<file path="src/rtl/pc_sequencer_pkg.sv">
// Shared types and helpers for the program-counter sequencer.
// Package pc_pkg: FSM state enum, default alignment width, alignment-mask helper.
package pc_pkg;

  typedef enum logic [1:0] {
    BOOT,
    RUN,
    HALTED
  } pcState_t;

  localparam int INSN_BYTES_DEFAULT = 4;
  localparam int ALIGN_BITS         = $clog2(INSN_BYTES_DEFAULT);

  // Mask that keeps every bit above the low alignBits bits.
  function automatic logic [63:0] alignMask(input int alignBits);
    return ~((64'd1 << alignBits) - 64'd1);
  endfunction

endpackage

</file>
<file path="src/rtl/pc_sequencer_if.sv">
// Control-unit <-> PC sequencer bundle: redirect requests in, fetch address out.
// master = control unit / fetch side, slave = pc_sequencer.
interface pc_sequencer_if #(
  parameter int ADDR_W = 32
);
  logic              stall;
  logic              branch_valid;
  logic [ADDR_W-1:0] branch_target;
  logic              jump_valid;
  logic [ADDR_W-1:0] jump_target;
  logic              halt;
  logic              resume;
  logic              call_valid;
  logic              ret_valid;
  logic [ADDR_W-1:0] pc;
  logic              pc_valid;
  logic [ADDR_W-1:0] pc_next_seq;
  logic              misalign;
  logic              ras_underflow;

  modport master (
    output stall, branch_valid, branch_target, jump_valid, jump_target,
           halt, resume, call_valid, ret_valid,
    input  pc, pc_valid, pc_next_seq, misalign, ras_underflow
  );

  modport slave (
    input  stall, branch_valid, branch_target, jump_valid, jump_target,
           halt, resume, call_valid, ret_valid,
    output pc, pc_valid, pc_next_seq, misalign, ras_underflow
  );
endinterface

</file>
<file path="src/rtl/pc_sequencer_ras.sv">
// pc_ras: circular return-address stack; a push when full overwrites the oldest
// entry and the count saturates at DEPTH. DEPTH must be a power of two, >= 2.
module pc_ras #(
  parameter int ADDR_W = 32,
  parameter int DEPTH  = 4
) (
  input  logic              clk,
  input  logic              reset,
  input  logic              push,
  input  logic              pop,
  input  logic [ADDR_W-1:0] pushAddr,
  output logic [ADDR_W-1:0] topAddr,
  output logic              empty
);
  localparam int                PTR_W = $clog2(DEPTH);
  localparam logic [PTR_W:0]    FULL  = (PTR_W + 1)'(DEPTH);
  localparam logic [PTR_W-1:0]  ONE   = PTR_W'(1);

  logic [ADDR_W-1:0] mem [DEPTH];
  logic [PTR_W-1:0]  wrPtr;
  logic [PTR_W:0]    count;

  // NOTE: storage has no reset; count alone decides which entries are live.
  always_ff @(posedge clk) begin
    if (push) mem[wrPtr] <= pushAddr;
  end

  // Pointer wraps naturally because DEPTH is a power of two.
  always_ff @(posedge clk or posedge reset) begin
    if (reset) begin
      wrPtr <= '0;
      count <= '0;
    end else if (push) begin
      wrPtr <= wrPtr + ONE;
      if (count != FULL) count <= count + 1'b1;
    end else if (pop && !empty) begin
      wrPtr <= wrPtr - ONE;
      count <= count - 1'b1;
    end
  end

  assign empty   = (count == '0);
  assign topAddr = mem[wrPtr - ONE];
endmodule

</file>
<file path="src/rtl/pc_sequencer.sv">
// pc_sequencer: fetch-address generator (increment, stall, branch/jump, halt/resume).
// Define PC_SEQUENCER_RAS_EN to build the return-address stack for call/ret.
module pc_sequencer
  import pc_pkg::*;
#(
  parameter int                ADDR_W       = 32,
  parameter logic [ADDR_W-1:0] RESET_VECTOR = '0,
  parameter int                INSN_BYTES   = 4,
  parameter int                RAS_DEPTH    = 4
) (
  input logic            clk,
  input logic            reset,
  pc_sequencer_if.slave  bus
);
  typedef logic [ADDR_W-1:0] addr_t;

  localparam int          ALIGN_W   = $clog2(INSN_BYTES);
  localparam logic [63:0] MASK_64   = alignMask(ALIGN_W);
  localparam addr_t       ADDR_MASK = MASK_64[ADDR_W-1:0];
  localparam addr_t       STEP      = ADDR_W'(INSN_BYTES);

  pcState_t state, stateNext;
  addr_t    pcReg, pcNext, pcSeq, rasTop;
  logic     misalignReg, misalignNext;
  logic     underflowReg, underflowNext;
  logic     callReq, retReq, doPush, doPop, rasEmpty;
  logic     pcValid;

  assign pcSeq = pcReg + STEP;

  // NOTE: sequential state uses non-blocking assignments only.
  always_ff @(posedge clk or posedge reset) begin
    if (reset) begin
      state        <= BOOT;
      pcReg        <= RESET_VECTOR;
      misalignReg  <= 1'b0;
      underflowReg <= 1'b0;
    end else begin
      state        <= stateNext;
      pcReg        <= pcNext;
      misalignReg  <= misalignNext;
      underflowReg <= underflowNext;
    end
  end

  // NOTE: every output of this block gets a default first, so no latches.
  always_comb begin
    stateNext     = state;
    pcNext        = pcReg;
    misalignNext  = 1'b0;
    underflowNext = 1'b0;
    doPush        = 1'b0;
    doPop         = 1'b0;
    unique case (state)
      BOOT:   stateNext = RUN;
      HALTED: if (bus.resume && !bus.halt) stateNext = RUN;
      RUN: begin
        if (bus.halt) begin
          stateNext = HALTED;
        end else if (bus.jump_valid || callReq) begin
          pcNext       = bus.jump_target & ADDR_MASK;
          misalignNext = |(bus.jump_target & ~ADDR_MASK);
          doPush       = callReq;
        end else if (retReq) begin
          // An empty stack degrades ret into a plain increment.
          doPop = !rasEmpty;
          if (rasEmpty) begin
            pcNext        = pcSeq;
            underflowNext = 1'b1;
          end else begin
            pcNext = rasTop;
          end
        end else if (bus.branch_valid) begin
          pcNext       = bus.branch_target & ADDR_MASK;
          misalignNext = |(bus.branch_target & ~ADDR_MASK);
        end else if (!bus.stall) begin
          pcNext = pcSeq;
        end
      end
      default: stateNext = BOOT;
    endcase
  end

  always_comb begin
    pcValid = (state == RUN);
  end

`ifdef PC_SEQUENCER_RAS_EN
  assign callReq = bus.call_valid;
  assign retReq  = bus.ret_valid;

  pc_ras #(
    .ADDR_W (ADDR_W),
    .DEPTH  (RAS_DEPTH)
  ) uRas (
    .clk      (clk),
    .reset    (reset),
    .push     (doPush),
    .pop      (doPop),
    .pushAddr (pcSeq),
    .topAddr  (rasTop),
    .empty    (rasEmpty)
  );
`else
  localparam int unusedDepth = RAS_DEPTH;
  logic unusedRas;
  assign callReq   = 1'b0;
  assign retReq    = 1'b0;
  assign rasTop    = '0;
  assign rasEmpty  = 1'b1;
  assign unusedRas = ^{bus.call_valid, bus.ret_valid, doPush, doPop};
`endif

  assign bus.pc            = pcReg;
  assign bus.pc_valid      = pcValid;
  assign bus.pc_next_seq   = pcSeq;
  assign bus.misalign      = misalignReg;
  assign bus.ras_underflow = underflowReg;
endmodule

</file>
<file path="src/flat_wrapper.sv">
// flat-port wrapper written by rule: the top's interface ports become plain ports
module pc_sequencer_flat import pc_pkg::*;
#(
  parameter int                ADDR_W       = 32,
  parameter logic [ADDR_W-1:0] RESET_VECTOR = '0,
  parameter int                INSN_BYTES   = 4,
  parameter int                RAS_DEPTH    = 4
)
  (clk, reset, bus_stall, bus_branch_valid, bus_branch_target, bus_jump_valid, bus_jump_target, bus_halt, bus_resume, bus_call_valid, bus_ret_valid, bus_pc, bus_pc_valid, bus_pc_next_seq, bus_misalign, bus_ras_underflow);
  pc_sequencer_if #(.ADDR_W(ADDR_W)) bus_i ();
  input logic clk;
  input logic reset;
  input wire logic [$bits(bus_i.stall)-1:0] bus_stall;
  input wire logic [$bits(bus_i.branch_valid)-1:0] bus_branch_valid;
  input wire logic [$bits(bus_i.branch_target)-1:0] bus_branch_target;
  input wire logic [$bits(bus_i.jump_valid)-1:0] bus_jump_valid;
  input wire logic [$bits(bus_i.jump_target)-1:0] bus_jump_target;
  input wire logic [$bits(bus_i.halt)-1:0] bus_halt;
  input wire logic [$bits(bus_i.resume)-1:0] bus_resume;
  input wire logic [$bits(bus_i.call_valid)-1:0] bus_call_valid;
  input wire logic [$bits(bus_i.ret_valid)-1:0] bus_ret_valid;
  output wire logic [$bits(bus_i.pc)-1:0] bus_pc;
  output wire logic [$bits(bus_i.pc_valid)-1:0] bus_pc_valid;
  output wire logic [$bits(bus_i.pc_next_seq)-1:0] bus_pc_next_seq;
  output wire logic [$bits(bus_i.misalign)-1:0] bus_misalign;
  output wire logic [$bits(bus_i.ras_underflow)-1:0] bus_ras_underflow;
  assign bus_i.stall = bus_stall;
  assign bus_i.branch_valid = bus_branch_valid;
  assign bus_i.branch_target = bus_branch_target;
  assign bus_i.jump_valid = bus_jump_valid;
  assign bus_i.jump_target = bus_jump_target;
  assign bus_i.halt = bus_halt;
  assign bus_i.resume = bus_resume;
  assign bus_i.call_valid = bus_call_valid;
  assign bus_i.ret_valid = bus_ret_valid;
  assign bus_pc = bus_i.pc;
  assign bus_pc_valid = bus_i.pc_valid;
  assign bus_pc_next_seq = bus_i.pc_next_seq;
  assign bus_misalign = bus_i.misalign;
  assign bus_ras_underflow = bus_i.ras_underflow;
  pc_sequencer #(.ADDR_W(ADDR_W), .RESET_VECTOR(RESET_VECTOR), .INSN_BYTES(INSN_BYTES), .RAS_DEPTH(RAS_DEPTH)) u_core (.clk(clk), .reset(reset), .bus(bus_i));
endmodule
</file>
<file path="config.mk">
export PLATFORM = sky130hd
export DESIGN_NAME = pc_sequencer_flat
export DESIGN_NICKNAME = d
export VERILOG_FILES = /design/src/rtl/pc_sequencer_pkg.sv /design/src/rtl/pc_sequencer_if.sv /design/src/rtl/pc_sequencer_ras.sv /design/src/rtl/pc_sequencer.sv /design/src/flat_wrapper.sv
export SDC_FILE = /design/constraint.sdc
export NUM_CORES = 1
export LEC_CHECK = 0
export CAP_MARGIN = 20
export CELL_PAD_IN_SITES_DETAIL_PLACEMENT = 1
export CELL_PAD_IN_SITES_GLOBAL_PLACEMENT = 2
export CORE_MARGIN = 3
export CORE_UTILIZATION = 21
export DETAILED_ROUTE_END_ITERATION = 7
export PLACE_DENSITY_LB_ADDON = 0.1
export SLEW_MARGIN = 20
export SYNTH_ARGS = -nofsm -noshare
export SYNTH_HDL_FRONTEND = slang
export SYNTH_SLANG_ARGS = --single-unit
</file>
<file path="constraint.sdc">
create_clock -name clk -period 2.5 [get_ports clk]
set_clock_uncertainty 0.05 [all_clocks]
set_input_delay 0.5 -clock clk [delete_from_list [all_inputs] [get_ports clk]]
set_output_delay 0.5 -clock clk [all_outputs]
set_load 0.01 [all_outputs]
</file>
==> key figures, run 1 <==
Global routing
  – Initial antenna violation count: 0
  – Vias in the first global route: 3492
  – Tot GR Track Use: 17.0%
  – Aggregate global routing overflow: 0
  – Maximum number of pins on one net before global-route repair: 34
  – Global-route wire length before repair: 19200 µm

Synth
  – Ys flop type: dfrtp_1
  – Leading area contributor after synthesis: dfrtp_1
  – Share of synthesized registers carrying an async set or reset: 100%
  – Number of flops mapped to enable cells by yosys: 0
  – Average size of a mapped cell: 8.59 µm²
  – Synthesized cell area: 2640 µm²
  – Top cells by area in the synthesized netlist: dfrtp_1, xor2_1, o21ai_0
  – Flop and latch count out of synthesis: 33
  – Post-synthesis sequential area ratio: 31.3%
  – Count of mapped cells out of synthesis: 307
  – Number of distinct standard cells referenced by the synthesized netlist: 54
  – Top cell type's share of synthesized area: 31.3%
  – Synth Warn #: 0

Floorplan
  – DIE WIDTH: 118 µm
  – Placeable Area: 12200 µm²
  – Floorplan die height: 118 µm
  – Number of ports placed on the die boundary: 140
  – Starting density of the core: 21.7%
  – Die area: 13900 µm²
  – Number of standard-cell rows in the floorplan: 40

Critical path
  – Critical Path End Type: output port
  – Data arrival, critical path: 2060 ps
  – Highest fanout seen on the critical path: 4
  – Required time of the critical path: 1950 ps
  – Type of origin of the critical path: register
  – Reg-to-reg setup timing slack: 300 ps
  – Stage delay of the slowest cell on the critical path: 390 ps
  – Worst-path cell with the longest stage delay: dfrtp_1
  – Critical path class: reg2out
  – Count of cells along the worst register-to-register path: 11
  – Critical Path, Cell by Cell: nand4_4 -> buf_6 -> buf_6 -> nor4_4 -> buf_6 -> nand4_1 -> xnor2_1 -> buf_2
  – Startpoint of the lowest-slack register-to-register path: u_core.bus.pc[9]
  – CP dominant cell by count: buf_6
  – Worst r2r dst: u_core.bus.pc[20]

Power and ir drop
  – Power density over the cells: 932 nW/µm²
  – Share of total power in sequential cells: 21.6%
  – Clock power share: 13.0%
  – Reported net switching power: 1930 µW
  – Comb power frac: 65.4%
  – Switching portion of total power: 40.4%
  – Standby leakage power: 0.00226 µW
  – Worst vdd rail ir drop: 0.435 mV
  – Internal Pwr Total: 2840 µW

Job
  – Max-cap violation count: 0

Clock network
  – Total CTS buffers: 5
  – Buffers from clock root to sink, at most: 2
  – Maximum level of the CTS H-tree: 2
  – Worst-skew pair later-pin latency: 280 ps
  – Hold bufs inserted after CTS: 0
  – Clock tree from TritonCTS: done
  – Clock root buffer: clkbuf_16
  – Clock transition at the registers of the reported paths: 50 ps
  – Sinks on the clock net: 33

Timing
  – Final period demand of the worst path: 2610 ps
  – Achievable clock frequency: 383 MHz
  – Slew of the pin with the lowest slew margin: 624 ps
  – Worst setup margin: -113 ps
  – Final-report setup violation count: 10
  – Final max-slew violation count: 0
  – Setup repair after global routing missed its margin: true
  – Worst max-slew margin expressed relative to the limit: 58.3%
  – Total count of hold-check failures in the final report: 0
  – Final worst-path cycle share: 105%

Routing
  – Routed len/inst: 17.2 µm
  – Number of vias per cell: 4.65
  – DRT Wirelength: 12100 µm
  – Remaining routing DRC violations: 0
  – DR iter-0 viols: 111
  – Total number of vias: 3280
  – Router iterations before antenna repair: 4
  – Number of nets still failing antenna checks after routing: 0

Outcome
  – Outcome: finished with violations
  – Violated checks: negative setup slack

Placement
  – Placer congestion estimate: 0.825
  – Cell Area, Placed: 4680 µm²
  – Instance count after placement with tap cells included: 669
  – IO buf count: 132
  – Post-DP HPWL: 9180 µm

Min path
  – Worst hold start: u_core.state[0]
  – Hold EP: u_core.state[0]
  – Worst hold path cell count: 1
  – Worst Hold Class: reg2reg

Cells and area
  – Nets: 611
  – Layout cells sized above 1: 32.8%
  – Layout fillers: 1431
  – Final Util: 42.1%
  – Number of diodes added for antenna fixing: 0
  – Design Area, Final: 5120 µm²
  – Final Non-Filler Cells: 705
  – Relative area change from synthesis to final layout: 94.3%
how the worst max path moves through the flow:
| stage | from | depth (start not counted) | end | slack (ps) |
|---|---|---|---|---|
| 6_report | u_core.bus.pc[9] | 8 | bus_pc_next_seq[28] | -110 |
| 5_1_grt | u_core.bus.pc[11] | 8 | bus_pc_next_seq[28] | -250 |
| 4_1_cts | u_core.bus.pc[9] | 8 | bus_pc_next_seq[22] | -100 |
| 3_5_place_dp | u_core.bus.pc[2] | 7 | bus_pc_next_seq[17] | -180 |
| 3_3_place_gp | u_core.bus.pc[2] | 7 | bus_pc_next_seq[17] | -120 |
| 2_1_floorplan | u_core.bus.pc[9] | 4 | bus_pc_next_seq[25] | 310 |
final cells by class:
type	instances	area (µm²)	share of cell area [%]
timing repair buffer	245	2140	41.8
multi-input combinational	243	1770	34.6
sequential	33	826	16.1
tap	168	210	4.10
clock buffer	7	143	2.78
inverter	9	33.8	0.660
power by group through the flow:
stage	Clock, µW	Sequential [µW]	Combinational [µW]
after floorplan	0	1240	1050
after CTS	639	1030	3110
after global routing	669	1060	3400
final	621	1030	3120
after global placement	0	1010	3130
after detailed placement	0	1030	3150
synth_stat cells (2+ instances only):
master	count
nand4_1	5
and2_2	2
inv_1	9
a221oi_1	2
o22ai_1	10
nand3_1	15
a211oi_1	5
a222oi_1	3
dfrtp_1	33
buf_2	7
a31oi_1	2
a31o_2	2
xor2_1	15
nor4_4	3
o2bb2ai_1	7
o211a_1	2
mux2i_1	6
a221o_1	3
and3_1	3
a22o_1	7
nor3_1	3
clkbuf_8	3
nor2_1	29
o21ai_0	25
o21a_1	3
nand4_4	3
o21ai_1	2
and3_2	2
nand2_1	19
buf_4	6
a21oi_1	23
clkbuf_1	9
xnor2_1	13
a22oi_1	4
o31a_1	3
metrics by stage:
step	power [µW]	TNS, ps	worst slack [ps]	hold slack (ps)
floorplan	2290	0	313	385
global placement	4140	-819	-122	401
detailed placement	4180	-1370	-181	431
CTS	4780	-402	-101	438
global route	5130	-1950	-246	479
finish	4770	-462	-113	437
placed cells by master, fill, tap and decap left out, types with 4 or more instances in the layout:
cell and instances:
clkdlybuf4s50_1 105, buf_4 100, dfrtp_1 33, nor2_1 25
o21ai_0 25, a21oi_1 22, nand2_1 19, buf_2 15
xor2_1 12, buf_6 12, o22ai_1 10, nand3_1 10
inv_1 9, xnor2_1 9, a22o_1 7, o2bb2ai_1 7
mux2i_1 6, a211oi_1 5, nand4_1 5, conb_1 5
clkbuf_16 5, dlygate4sd2_1 5, a22oi_1 4, xnor2_2 4
clkbuf_2 4
logic make-up after synthesis:
| logic type | share of synthesized area, % |
|---|---|
| compound gates | 29.0 |
| simple gates | 20.0 |
| buf+inv | 7.45 |
| flops | 31.3 |
| xor+xnor | 9.30 |
| mux | 2.28 |
| fa+ha+maj | 0.475 |
| other cells | 0.142 |
registers in the layout, summed over array words and instances, names as in the netlist:
| register | cells |
|---|---|
| u_core.state | 2 |
| u_core.bus.misalign | 1 |
| u_core.bus.pc | 30 |
timing repair:
item | 4_1_cts | 5_1_grt
setup buffers | 16 | 14
pin swaps | 17 | 14
resized for setup | 97 | 30
setup endpoints to repair | 26 | 23
hold endpoints to repair | 0 | 0
routing by layer:
metal | vias to the layer above | wire, µm | global-route usage (%)
met2 | 97 | 5980 | 29.6
met3 | 6 | 625 | 3.99
li1 | 1594 | - | -
met1 | 1583 | 5400 | 21.6
met4 | 0 | 105 | 3.37
met5 | - | 0 | 0
worst max-delay path, delay by kind of cell (launching register included):
family	cells	cell delay (ps)
flops	1	390
buf+inv	4	610
simple gates	3	570
xor+xnor	1	220
Note: power is estimated with default switching activity, not from simulation.
==> run 2, diff against run 1 <==
--- a/config.mk
+++ b/config.mk
@@ -10,7 +10,9 @@
 export CELL_PAD_IN_SITES_GLOBAL_PLACEMENT = 2
 export CORE_MARGIN = 3
 export CORE_UTILIZATION = 21
+export CTS_CLUSTER_SIZE = 30
 export DETAILED_ROUTE_END_ITERATION = 7
+export MAX_ROUTING_LAYER = met4
 export PLACE_DENSITY_LB_ADDON = 0.1
 export SLEW_MARGIN = 20
 export SYNTH_ARGS = -nofsm -noshare
==> run 2 against run 1 <==
Compared with the run above: the flow still finishes with violations (negative setup slack); register-to-register slack hardly changed; sequential share of layout area is the same; worst hold slack about the same; die area stayed put; global-route usage rose by 0.47 points; setup slack gained 0.98 ps; non-clock buffer count unchanged; combinational power is essentially flat; critical endpoint unchanged.
==> key figures, run 2 (synthesized netlist as in run 1, its figures left out) <==
Critical path
  – Data arrival, critical path: 2060 ps
  – Critical path class: reg2out
  – Highest fanout seen on the critical path: 4
  – Type of origin of the critical path: register
  – Critical Path End Type: output port
  – Required time of the critical path: 1950 ps

Job
  – Max-cap violation count: 0

Clock network
  – Worst-skew pair later-pin latency: 280 ps
  – Hold bufs inserted after CTS: 0
  – Clock root buffer: clkbuf_16
  – Clock transition at the registers of the reported paths: 50 ps
  – Clock tree from TritonCTS: done
  – Maximum level of the CTS H-tree: 2
  – Sinks on the clock net: 33
  – Total CTS buffers: 5
  – Buffers from clock root to sink, at most: 2

Cells and area
  – Most frequent standard cell in the layout excluding fill and tap cells: clkdlybuf4s50_1
  – Final Non-Filler Cells: 705
  – Layout cells sized above 1: 32.8%
  – Top library cells by usage in the layout, fill and taps aside: clkdlybuf4s50_1, buf_4, dfrtp_1, nor2_1, o21ai_0
  – Final Util: 42.1%
  – Relative area change from synthesis to final layout: 94.3%
  – Design Area, Final: 5120 µm²
  – Number of diodes added for antenna fixing: 0
  – Max reg flops: 30
  – Nets: 611

Timing
  – Final worst-path cycle share: 104%
  – Setup repair after global routing missed its margin: true
  – Final-report setup violation count: 10
  – Worst max-slew margin expressed relative to the limit: 57.9%
  – Slew of the pin with the lowest slew margin: 631 ps
  – Setup TNS: -457 ps
  – Final period demand of the worst path: 2610 ps
  – Total count of hold-check failures in the final report: 0
  – Achievable clock frequency: 383 MHz
  – Worst setup margin: -112 ps
  – Final max-slew violation count: 0

Power and ir drop
  – Power density over the cells: 933 nW/µm²
  – PnR Total Power: 4780 µW
  – Standby leakage power: 0.00226 µW
  – Worst vdd rail ir drop: 0.436 mV

Placement
  – Cell Area, Placed: 4680 µm²
  – Instance count after placement with tap cells included: 669
  – IO buf count: 132
  – Post-DP HPWL: 9180 µm
  – Placer congestion estimate: 0.838

Global routing
  – Vias in the first global route: 3500
  – Met1 track utilization from global routing: 21.6%
  – Initial antenna violation count: 0
  – Met2 global-route usage: 29.8%
  – Maximum number of pins on one net before global-route repair: 34
  – Global-route wire length before repair: 19100 µm
  – M3 GR Usage: 3.75%
  – Tot GR Track Use: 17.5%
  – Aggregate global routing overflow: 0
  – Layer carrying the most global-route usage: met2

Floorplan
  – Starting density of the core: 21.7%
  – Die area: 13900 µm²
  – Placeable Area: 12200 µm²
  – DIE WIDTH: 118 µm
  – Floorplan die height: 118 µm
  – Number of standard-cell rows in the floorplan: 40
  – Number of ports placed on the die boundary: 140

Outcome
  – Violated checks: negative setup slack
  – Outcome: finished with violations

Routing
  – Total number of vias: 3271
  – Remaining routing DRC violations: 0
  – DR iter-0 viols: 114
  – Routed len/inst: 17.2 µm
  – DRT Wirelength: 12100 µm
  – Number of vias per cell: 4.64
  – Number of nets still failing antenna checks after routing: 0
  – Router iterations before antenna repair: 4

Min path
  – Worst Hold Class: reg2reg
## run 2: cell counts in the layout (fill, tap and decap cells not counted)
No cell type changed its count.
## run 2: what timing repair did
item / 4_1_cts / 5_1_grt
setup buffers: 16 / 14
setup endpoints to repair: 26 / 23
gates resized for setup: 97 / 30
pin swaps: 17 / 14
## run 2: worst paths after layout
check | slack [ps] | start | to | cells past startpoint
max | -110 | u_core.bus.pc[9] | bus_pc_next_seq[28] | 8
min | 440 | u_core.state[0] | u_core.state[0] | 1
max reg2reg | 310 | u_core.bus.pc[9] | u_core.bus.pc[20] | 11
min reg2reg | 440 | u_core.state[0] | u_core.state[0] | 1
max in group asynchronous | 1480 | reset | u_core.bus.pc[30] | 3
min in group asynchronous | 590 | reset | u_core.bus.pc[11] | 3
## run 2: where the power goes
part           total [µW]  switching, µW  internal [µW]
Sequential           1030            250            783
Clock                 625            233            391
Combinational        3120           1450           1670
Total                4780           1930           2840
## run 2: final cells by class
| class | count | area, µm² |
|---|---|---|
| clock buffers | 7 | 143 |
| fillers | 1431 | 7040 |
| inverters | 9 | 33.8 |
| multi-input cells | 243 | 1770 |
| flip-flops and latches | 33 | 826 |
| well taps | 168 | 210 |
| repair buffers | 245 | 2140 |
## run 2: metrics by stage
stage / setup slack [ps] / hold WS (ps)
finish: -112 / 437
detailed placement: -181 / 431
floorplan: 313 / 385
CTS: -101 / 438
global route: -246 / 479
global placement: -122 / 401
## run 2: critical path, cell delays in order, from the launching register on
cell,delay (ps)
dfrtp_1,390
nand4_4,170
buf_6,170
buf_6,110
nor4_4,270
buf_6,170
nand4_1,130
xnor2_1,220
buf_2,160
## run 2: per-layer routing
layer	wire length [µm]	vias up
li1	-	1594
met1	5440	1576
met2	5960	95
met3	603	6
met4	100	0
met5	0	-
==> run 3, diff against run 2 <==
--- a/config.mk
+++ b/config.mk
@@ -6,14 +6,13 @@
 export NUM_CORES = 1
 export LEC_CHECK = 0
 export CAP_MARGIN = 20
-export CELL_PAD_IN_SITES_DETAIL_PLACEMENT = 1
-export CELL_PAD_IN_SITES_GLOBAL_PLACEMENT = 2
 export CORE_MARGIN = 3
-export CORE_UTILIZATION = 21
+export CORE_UTILIZATION = 40
 export CTS_CLUSTER_SIZE = 30
 export DETAILED_ROUTE_END_ITERATION = 7
+export GPL_ROUTABILITY_DRIVEN = 0
 export MAX_ROUTING_LAYER = met4
-export PLACE_DENSITY_LB_ADDON = 0.1
+export PLACE_DENSITY = 0.82
 export SLEW_MARGIN = 20
 export SYNTH_ARGS = -nofsm -noshare
 export SYNTH_HDL_FRONTEND = slang
==> run 3 against run 2 <==
Compared with the run above: the run still ends with negative setup slack left; design area shrank 3.2%; sequential share of layout area grew 0.52 points; global-route usage grew 12 points; critical path type unchanged; cell count shrank 13%; wire length shrank 7.3%; highest routed layer unchanged; critical endpoint is now bus_pc_next_seq[25].
==> key figures, run 3 (synthesized netlist as in run 1, its figures left out) <==
Cells and area
  – Layout fillers: 387
  – Final Non-Filler Cells: 612
  – Top library cells by usage in the layout, fill and taps aside: clkdlybuf4s50_1, buf_4, dfrtp_1, o21ai_0, nor2_1
  – Nets: 610
  – Relative area change from synthesis to final layout: 88.2%
  – Most frequent standard cell in the layout excluding fill and tap cells: clkdlybuf4s50_1
  – Max reg flops: 30
  – Design Area, Final: 4960 µm²
  – Number of diodes added for antenna fixing: 0
  – Final Util: 80.5%
  – Layout cells sized above 1: 34.3%

Floorplan
  – Floorplan die height: 87.2 µm
  – Number of ports placed on the die boundary: 140
  – Number of standard-cell rows in the floorplan: 28
  – Die area: 7600 µm²
  – Placeable Area: 6170 µm²
  – DIE WIDTH: 87.2 µm
  – Starting density of the core: 42.8%

Outcome
  – Outcome: finished with violations
  – Violated checks: negative setup slack

Global routing
  – Maximum number of pins on one net before global-route repair: 34
  – Tot GR Track Use: 29.2%
  – Aggregate global routing overflow: 0
  – Initial antenna violation count: 0
  – Vias in the first global route: 3581
  – Global-route wire length before repair: 17000 µm

Critical path
  – Count of cells along the worst register-to-register path: 12
  – Required time of the critical path: 1950 ps
  – Worst r2r dst: u_core.bus.pc[28]
  – Startpoint of the lowest-slack register-to-register path: u_core.bus.pc[2]
  – Critical Path End Type: output port
  – Type of origin of the critical path: register
  – Critical Path, Cell by Cell: nand4_4 -> buf_12 -> nor4_4 -> buf_4 -> buf_6 -> and4_4 -> xor2_1 -> buf_2
  – Crit path launch: u_core.bus.pc[9]
  – Highest fanout seen on the critical path: 4
  – Worst-path cell with the longest stage delay: dfrtp_1
  – Data arrival, critical path: 2070 ps
  – Reg-to-reg setup timing slack: 130 ps
  – Stage delay of the slowest cell on the critical path: 410 ps
  – Critical path class: reg2out

Routing
  – Routed len/inst: 18.3 µm
  – Number of vias per cell: 5.65
  – Total number of vias: 3457
  – DRT Wirelength: 11200 µm
  – Number of nets still failing antenna checks after routing: 0
  – Remaining routing DRC violations: 0
  – DR iter-0 viols: 231
  – Router iterations before antenna repair: 5

Power and ir drop
  – Standby leakage power: 0.00223 µW
  – Power density over the cells: 916 nW/µm²
  – Internal Pwr Total: 2620 µW
  – Reported net switching power: 1930 µW
  – Comb power frac: 68.1%
  – Share of total power in sequential cells: 23.3%
  – Worst vdd rail ir drop: 0.608 mV
  – Switching portion of total power: 42.4%
  – Clock power share: 8.6%

Placement
  – Cell Area, Placed: 4460 µm²
  – Worst slack at placement: -114 ps
  – Post-DP HPWL: 7670 µm
  – Instance count after placement with tap cells included: 565
  – IO buf count: 132

Clock network
  – Worst-skew pair later-pin latency: 290 ps
  – Buffers from clock root to sink, at most: 2
  – Total CTS buffers: 5
  – Clock transition at the registers of the reported paths: 80 ps
  – Hold bufs inserted after CTS: 0
  – Clock root buffer: clkbuf_8
  – Clock tree from TritonCTS: done
  – Maximum level of the CTS H-tree: 2
  – Sinks on the clock net: 33

Timing
  – Worst max-slew margin expressed relative to the limit: 38.1%
  – Final-report setup violation count: 10
  – Setup repair after global routing missed its margin: true
  – Total count of hold-check failures in the final report: 0
  – Achievable clock frequency: 381 MHz
  – Slew of the pin with the lowest slew margin: 928 ps
  – Worst setup margin: -123 ps
  – Final worst-path cycle share: 105%
  – Final period demand of the worst path: 2620 ps
  – Final max-slew violation count: 0

Min path
  – Hold EP: u_core.state[0]
  – Worst Hold Class: reg2reg
  – Worst hold start: u_core.state[0]
  – Worst hold path cell count: 1

Job
  – Max-cap violation count: 0
[run 3: cell types whose count changed in the layout (fill, tap and decap cells not counted), moves of 2 or more]
cell and change:
buf_2 +5, buf_6 -2, clkbuf_1 +2, clkbuf_16 -5
clkbuf_8 +4, dlygate4sd2_1 -3, nand2_1 -2, xnor2_1 -2
xnor2_2 +2
[run 3: final cells by class]
type                            count  area (µm²)  share of cell area (%)
Multi-Input combinational cell    243        1830                    36.9
Sequential cell                    33         826                    16.6
Timing Repair Buffer              244        2100                    42.2
Clock buffer                        8        80.1                    1.61
Tap cell                           75        93.8                    1.89
Inverter                            9        33.8                   0.681
[run 3: worst max path at each step]
stage	slack (ps)	cells past startpoint	to
detailed placement	-110	6	bus_pc_next_seq[25]
floorplan	310	4	bus_pc_next_seq[25]
global route	-210	8	bus_pc_next_seq[27]
CTS	-210	7	bus_pc_next_seq[25]
global placement	-100	7	bus_pc_next_seq[18]
finish	-120	8	bus_pc_next_seq[25]
[run 3: timing repair]
action | in CTS | in global routing
buffers inserted | 26 | 18
gates resized for setup | 102 | 44
endpoints found under the setup margin | 26 | 25
gates cloned | 0 | 0
pin swaps | 17 | 29
[run 3: worst max-delay path: cells and delay by family, from the launching register on]
family	cells	cell delay, ps
xor+xnor	1	120
buf+inv	4	600
flops	1	410
simple gates	3	640
[run 3: routing by layer]
metal | vias to the layer above | GRT usage, % | wire length [µm] | share of wire [%]
met5 | - | - | 0 | 0
li1 | 1586 | - | - | -
met2 | 192 | 51.2 | 5800 | 52
met4 | 0 | 10.0 | 270 | 2.4
met3 | 28 | 4.35 | 959 | 8.5
met1 | 1651 | 33.9 | 4190 | 37
[run 3: power by group through the flow]
stage	clock network (µW)	registers, µW	logic, µW
final	393	1060	3090
after CTS	388	1030	2930
after global routing	412	1090	3310
after global placement	0	1020	2900
after floorplan	0	1240	1050
after detailed placement	0	1040	2960
[run 3: metrics by stage]
stage / hold slack (ps) / power (µW) / setup TNS, ps
5_1_grt: 479 / 4810 / -2230
4_1_cts: 414 / 4350 / -469
3_3_place_gp: 400 / 3920 / -677
6_report: 452 / 4540 / -779
2_1_floorplan: 385 / 2290 / 0
3_5_place_dp: 405 / 4000 / -936
